**src/rtl/pipe_arbiter.sv**
```systemverilog
// pipe_arbiter: two requesters share one 3-stage +1/+1 pipeline with alternating-priority arbitration
// Ports:
//   clock_i, reset_i        clock and async active-high reset
//   reqN_valid_i/data_i     operand offer from requester N (N = 0, 1)
//   reqN_ready_o            operand from requester N accepted this cycle
//   flush_i                 discard everything in flight at the next edge
//   out_valid_o/data_o/id_o stage-3 result and the requester it belongs to
//   out_ready_i             consumer takes the result
//   occupancy_o             number of valid stages
module pipe_arbiter #(
  parameter int WIDTH = 4
) (
  input  logic             clock_i,
  input  logic             reset_i,
  input  logic             req0_valid_i,
  input  logic [WIDTH-1:0] req0_data_i,
  output logic             req0_ready_o,
  input  logic             req1_valid_i,
  input  logic [WIDTH-1:0] req1_data_i,
  output logic             req1_ready_o,
  input  logic             flush_i,
  output logic             out_valid_o,
  output logic [WIDTH-1:0] out_data_o,
  output logic             out_id_o,
  input  logic             out_ready_i,
  output logic [1:0]       occupancy_o
);
  logic [WIDTH-1:0] d1_q, d2_q, d3_q, d1_d, d2_d, d3_d;
  logic v1_q, v2_q, v3_q, v1_d, v2_d, v3_d;
  logic id1_q, id2_q, id3_q, id1_d, id2_d, id3_d;
  logic lg_q, lg_d;
  logic [1:0] occ_q, occ_d;
  logic adv, g0, g1, acc;
  always_comb begin
    adv = !v3_q | out_ready_i;
    // on a tie, requester 1 wins only if requester 0 was granted last
    g1 = req1_valid_i & (!req0_valid_i | !lg_q);
    g0 = req0_valid_i & !g1;
    // reset term keeps both readies low while reset is held, even between edges
    req0_ready_o = g0 & adv & !flush_i & !reset_i;
    req1_ready_o = g1 & adv & !flush_i & !reset_i;
    acc = req0_ready_o | req1_ready_o;
    v1_d = flush_i ? 1'b0 : adv ? acc : v1_q;
    v2_d = flush_i ? 1'b0 : adv ? v1_q : v2_q;
    v3_d = flush_i ? 1'b0 : adv ? v2_q : v3_q;
    d1_d = adv ? (req1_ready_o ? req1_data_i : req0_ready_o ? req0_data_i : '0) : d1_q;
    d2_d = adv ? d1_q + 1'b1 : d2_q;
    d3_d = adv ? d2_q + 1'b1 : d3_q;
    id1_d = adv ? req1_ready_o : id1_q;
    id2_d = adv ? id1_q : id2_q;
    id3_d = adv ? id2_q : id3_q;
    lg_d = acc ? req1_ready_o : lg_q;
    occ_d = {1'b0, v1_d} + {1'b0, v2_d} + {1'b0, v3_d};
  end
  always_ff @(posedge clock_i or posedge reset_i) begin
    if (reset_i) begin
      {v1_q, v2_q, v3_q} <= '0;
      {id1_q, id2_q, id3_q} <= '0;
      d1_q <= '0;
      d2_q <= '0;
      d3_q <= '0;
      lg_q <= 1'b1;
      occ_q <= '0;
    end else begin
      {v1_q, v2_q, v3_q} <= {v1_d, v2_d, v3_d};
      {id1_q, id2_q, id3_q} <= {id1_d, id2_d, id3_d};
      d1_q <= d1_d;
      d2_q <= d2_d;
      d3_q <= d3_d;
      lg_q <= lg_d;
      occ_q <= occ_d;
    end
  end
  assign out_valid_o = v3_q;
  assign out_data_o = d3_q;
  assign out_id_o = id3_q;
  assign occupancy_o = occ_q;
endmodule
```
**config.mk**
```make
export PLATFORM = sky130hd
export DESIGN_NAME = pipe_arbiter
export DESIGN_NICKNAME = d
export VERILOG_FILES = /design/src/rtl/pipe_arbiter.sv
export SDC_FILE = /design/constraint.sdc
export NUM_CORES = 1
export LEC_CHECK = 0
export CAP_MARGIN = 25
export CELL_PAD_IN_SITES_DETAIL_PLACEMENT = 1
export CELL_PAD_IN_SITES_GLOBAL_PLACEMENT = 1
export CORE_MARGIN = 5
export CORE_UTILIZATION = 32
export CTS_CLUSTER_SIZE = 28
export DETAILED_ROUTE_END_ITERATION = 16
export PLACE_DENSITY_LB_ADDON = 0.1
export SKIP_CTS_REPAIR_TIMING = 1
export SLEW_MARGIN = 30
export SYNTH_ARGS = -nofsm -noshare
export SYNTH_HDL_FRONTEND = slang
export SYNTH_SLANG_ARGS = --single-unit
```
**constraint.sdc**
```tcl
create_clock -name clock_i -period 1.8 [get_ports clock_i]
set_clock_uncertainty 0.15 [all_clocks]
set_input_delay 0.27 -clock clock_i [delete_from_list [all_inputs] [get_ports clock_i]]
set_output_delay 0.27 -clock clock_i [all_outputs]
set_load 0.01 [all_outputs]
```
==> results of run 1 <==
tightest hold or removal path: stages:
cell and delay, ns:
clkdlybuf4s50_1 0.43, buf_4 0.15, clkinvlp_4 0.05, buf_4 0.26
through the flow:
step	power [W]	worst slack, ns
global route	0.000994	0.00489
detailed placement	0.000721	-0.319
global placement	0.000715	-0.318
floorplan	0.000618	0.0307
CTS	0.000949	-0.328
finish	0.000933	0.0625
final timing paths:
path	endpoint	depth (start not counted)	slack (ns)	start
worst max register to register	occupancy_o[0]	4	0.11	out_valid_o
worst min-delay path	out_valid_o	4	0.32	reset_i
worst min register to register	out_data_o[1]	2	0.32	out_data_o[1]
worst max-delay path	occupancy_o[0]	6	0.06	out_ready_i
max in group asynchronous	lg_q	4	0.92	reset_i
min in group clock_i	out_data_o[1]	2	0.32	out_data_o[1]
layer usage:
metal | GRT usage [%] | up-vias | share of wire [%]
met2 | 16.3 | 21 | 45
met3 | 2.98 | 4 | 6.4
met1 | 13.0 | 334 | 47
met5 | 0 | - | 0
met4 | 6.23 | 0 | 2.2
li1 | - | 361 | -
cell type report:
| class | count | area share [%] |
|---|---|---|
| clock buffers | 4 | 2.02 |
| inverters | 2 | 0.865 |
| multi-input cells | 59 | 28.7 |
| flip-flops and latches | 21 | 40.4 |
| repair buffers | 35 | 25.0 |
| well taps | 31 | 2.98 |
placed cells by master (no fill, tap or decap):
cell / instances
a21o_1: 1
a21oi_1: 3
a21oi_2: 1
a221o_1: 4
a31oi_1: 1
and2_1: 4
and4_4: 1
buf_4: 12
clkbuf_1: 1
clkbuf_4: 3
clkdlybuf4s50_1: 21
clkinvlp_4: 1
dfrtp_1: 20
dfstp_2: 1
dlymetal6s2s_1: 2
fa_1: 1
ha_1: 2
inv_1: 1
nand2_1: 20
nand2b_4: 1
nand3_1: 2
nand4_1: 1
nor2_1: 4
nor2_2: 1
nor2b_1: 1
nor2b_2: 1
o2111a_1: 1
o211ai_1: 1
o21ai_0: 4
xnor2_1: 2
xor2_1: 2
logic make-up (layout without fill, tap and decap cells):
| logic type | Yosys count | after routing |
|---|---|---|
| buffers and inverters | 6 | 41 |
| and+or+nand+nor | 36 | 36 |
| adders and majority gates | 3 | 3 |
| xor gates and xnor gates | 4 | 4 |
| DFF | 21 | 21 |
| AOI/OAI and AO/OA | 16 | 16 |
sequential cells by signal, indices dropped and copies added (netlist names):
name and flops:
out_data_o 4, d2_q 4, d1_q 4, occupancy_o 2
lg_q 1, out_id_o 1, id1_q 1, id2_q 1
v1_q 1, v2_q 1, out_valid_o 1
power by group through the flow:
stage	combinational [W]	sequential [W]	clock [W]
finish	0.000168	0.000539	0.000225
global placement	0.000166	0.000549	0
CTS	0.000172	0.000540	0.000237
global route	0.000187	0.000546	0.000261
floorplan	0.0000646	0.000553	0
detailed placement	0.000172	0.000549	0
==> out/results.ini, run 1 <==
[layout]
syn_to_final_growth_pct=40.3
fin_cells=152
multi_input_area_sq_um=374
fin_area_sq_um=1300
regArea_sq_um=527
fill_cells=324
nNetsFinal=139
fin_util_pct=47.2
diodes=0
drive_above_1_share_pct=18.2

[status]
status=complete, no violations

[synth]
synth_cells=86
synth_top_family_by_area=simple AND/OR/NAND/NOR gates
synth.area.mux_share_pct=0
synthTopCellsByCount=dfrtp_1, nand2_1, nor2_1
synth-xor-area-share_pct=3.77
synth_compound_gate_area_share_pct=12.1
synth_ff_type=dfrtp_1
ys_warn_count=0
synth_edf_count=0
syn_area_per_cell_sq_um=10.8
synth_simple_gate_area_share_pct=18.6
synthArstFlopShare_pct=100
yosysSeqAreaShare_pct=56.7
ys_types=25
synth_area_leaders=dfrtp_1, nand2_1, a221o_1, dfstp_2, and2_1
ys_ff_latch=21
synth_area_leader_cell=dfrtp_1
yosysTopAreaCellShare_pct=53.9
syn_area_sq_um=928
synthAdderAreaFrac_pct=4.85
synth_nets=103

[routing]
firstDrtPassIters=3
wl_mm=1.93
vias=720
routedWlPerCell_um=12.7
drc=0
via_per_inst=4.74
postRouteAntennaNets=0
drtIter0Drc=14

[timing]
setup_viol=0
period_minus_slack_ns=1.74
fin_setup_tns_ns=0
max_freq_mhz=576
post-route-period-util_pct=96.5
relSlewSlack_pct=81.4
final_hold_viol_count=0
worstMarginPinSlew_ns=0.278
drv_slew=0
hold_slack_ns=0.317
rsz0062_at_grt=false

[pwr]
p_sw_w=0.000232
pwr-share-seq_pct=57.8
vdd.ir_drop.worst_v=0.000382
comb_power_share_pct=18.1
p_per_area_nw_per_um2=716
p_sw_share_pct=24.8
p_leak_nw=0.630
internal-power_w=0.000701
clock_power_share_pct=24.1

[setup_path]
worst-path-buf-inv=2
critPathMaxStageDelay_ns=0.49
critical-path-top-delay-family=buffers and inverters
crit_chain=clkdlybuf4s50_1 > nand2b_4 > buf_4 > nand2_1 > a21oi_2 > fa_1
crit_type=in -> reg
critPathMaxFanout=9
cp.arrival_ns=1.78
worst_setup_path_end_kind=flip-flop
cp-start-kind=input port
cp.required_ns=1.84
crit_slowest_cell=clkdlybuf4s50_1

[grt]
grt_usage_pct=10.6
grt_pass1_wl_mm=3.38
grt_pass1_vias=725
grt_overflow=0
grt_antenna_before_repair=0
grt_max_degree=22

[die]
dieArea_sq_um=4080
die_y_um=63.9
die_w_um=63.9
core_area_sq_um=2760
floorplan.initialDensity_pct=33.7
num_rows=19
io_pins=24

[placed_design]
place_congestion=0.664
place_area_sq_um=1260
dp_cells=148
post-dp-hpwl_mm=1.51
io_buffer_count=23

[cts]
clock-sinks=21
clock-root-buffer=clkbuf_4
cts_tree=built
cts_buffers=3
clock_path_buffers=2
clk_pin_slew_ns=0.11
insertion_delay_ns=0.30
htree_levels=1

[job]
cap_violations=0

[hold_path]
holdCritPathClass=in -> async

Note: power is estimated with default switching activity, not from simulation.
==> run 2: changes to the inputs <==
Settings changed: TNS_END_PERCENT set to 1.
==> results of run 2 <==
Same layout as run 1: the final DEF is identical, and so are final timing and power.
==> run 3: changes to the inputs <==
Settings changed: SETUP_SLACK_MARGIN set to 0.1.
==> run 3 against run 2 <==
Global-route usage is 0.21 points lower. First-iteration DRC count is 64% higher. Routed wire length is 3.9% lower. Register-to-register slack better by 0.07 ns. Cell area is 0.38% higher. Fmax is 1.1% higher. Utilization is 0.18 points higher. Sequential power hardly changed. Cell count is 0.66% lower. Via count is 0.56% higher. Critical endpoint is now req1_ready_o. Largest power group unchanged.
==> out/results.ini, run 3 (synthesis gave the netlist of run 1 again) <==
[status]
status=complete, no violations

[pwr]
vdd.ir_drop.worst_v=0.000475
p_per_area_nw_per_um2=713
total_power_w=0.000932
p_leak_nw=0.646

[setup_path]
crit_type=in -> out
rr_worst_depth=4
reg2reg_from=out_valid_o
cp.required_ns=1.38
cp-start-kind=input port
rrSetupSlack_ns=0.18
crit_end=req1_ready_o
timing.rr.end=occupancy_o[0]
cp.arrival_ns=1.30
critPathMaxFanout=4
worst_setup_path_end_kind=output pin
cp-startpoint=flush_i

[layout]
drive_above_1_share_pct=19.2
fill_cells=314
syn_to_final_growth_pct=40.8
diodes=0
fin_util_pct=47.4
nNetsFinal=138
regArea_sq_um=527
final_cell_mix=nand2_1, dfrtp_1, clkdlybuf4s50_1
multi_input_area_sq_um=383

[grt]
grtUsageMet1_pct=12.5
grt_overflow=0
grt_pass1_vias=777
grt_max_degree=22
top_usage_layer=met2
grt_antenna_before_repair=0
grt_usage_pct=10.3
grt_pass1_wl_mm=3.34
use_met3_pct=3.33
use_met2_pct=16.7

[timing]
rsz0062_at_grt=true
period_minus_slack_ns=1.72
relSlewSlack_pct=82.2
max_freq_mhz=582
final_hold_viol_count=0
setup_viol=0
postLayoutSetupSlackWorst_ns=0.0819
worstMarginPinSlew_ns=0.268
drv_slew=0
post-route-period-util_pct=95.5

[routing]
drc=0
firstDrtPassIters=4
routedWlPerCell_um=12.3
postRouteAntennaNets=0
drtIter0Drc=23
vias=724
wl_mm=1.86
via_per_inst=4.79

[placed_design]
io_buffer_count=23
place_congestion=0.656
pre_cts_slack_ns=-0.401
post-dp-hpwl_mm=1.49

[cts]
clock-sinks=21
clock-root-buffer=clkbuf_4
cts_tree=built
clock_path_buffers=2
cts_buffers=3
insertion_delay_ns=0.30
clk_pin_slew_ns=0.11
htree_levels=1

[die]
die_w_um=63.9
dieArea_sq_um=4080
io_pins=24
die_y_um=63.9
floorplan.initialDensity_pct=33.7
core_area_sq_um=2760
num_rows=19

[hold_path]
holdCritPathClass=reg -> reg

[job]
cap_violations=0

-- run 3: cell count changes in the layout (fill, tap and decap cells not counted), sizes merged --
| cell | delta |
|---|---|
| clkdlybuf4s50 | -1 |
| buf | -1 |
| clkbuf | -1 |
| dlymetal6s2s | +1 |
| clkinv | +1 |
-- run 3: worst min path at each step --
stage                        startpoint       endpoint  slack, ns  depth (start not counted)
final                     out_data_o[1]  out_data_o[1]       0.33                          2
after global routing              id2_q          id2_q       0.37                          2
after CTS                       reset_i    out_valid_o       0.31                          4
after detailed placement  out_data_o[1]  out_data_o[1]       0.31                          2
after global placement    out_data_o[1]  out_data_o[1]       0.30                          2
after floorplan                 reset_i        d1_q[0]      -0.02                          1
-- run 3: worst max-delay path, cell delays in order --
cell and delay [ns]:
clkdlybuf4s50_1 0.46, nor2_4 0.17, and4_4 0.24, dlymetal6s2s_1 0.16
-- run 3: layer usage --
metal | up-vias | share of wire (%)
met5 | - | 0
met4 | 0 | 1.4
met3 | 4 | 6.1
met2 | 21 | 48
met1 | 337 | 44
li1 | 362 | -
-- run 3: area by class of cell --
class	instances	share of cell area [%]
Tap cell	31	2.97
Multi-Input combinational cell	59	29.3
Clock buffer	3	1.72
Clock inverter	1	0.383
Inverter	2	0.861
Timing Repair Buffer	34	24.5
Sequential cell	21	40.3
-- run 3: per-stage QoR --
stage | hold slack [ns] | TNS, ns | cells | cell area [sq um]
final | 0.327 | 0 | 151 | 1310
after global routing | 0.375 | 0 | 151 | 1310
after CTS | 0.312 | -0.797 | 151 | 1290
after detailed placement | 0.308 | -1.27 | 147 | 1260
after global placement | 0.300 | -1.11 | 147 | 1260
after floorplan | -0.0172 | 0 | 86 | 942
-- run 3: where the power goes --
part | internal, W | switching (W)
sequential | 0.000514 | 0.0000252
clock | 0.0000829 | 0.000143
combinational | 0.0000997 | 0.0000676
total | 0.000697 | 0.000236
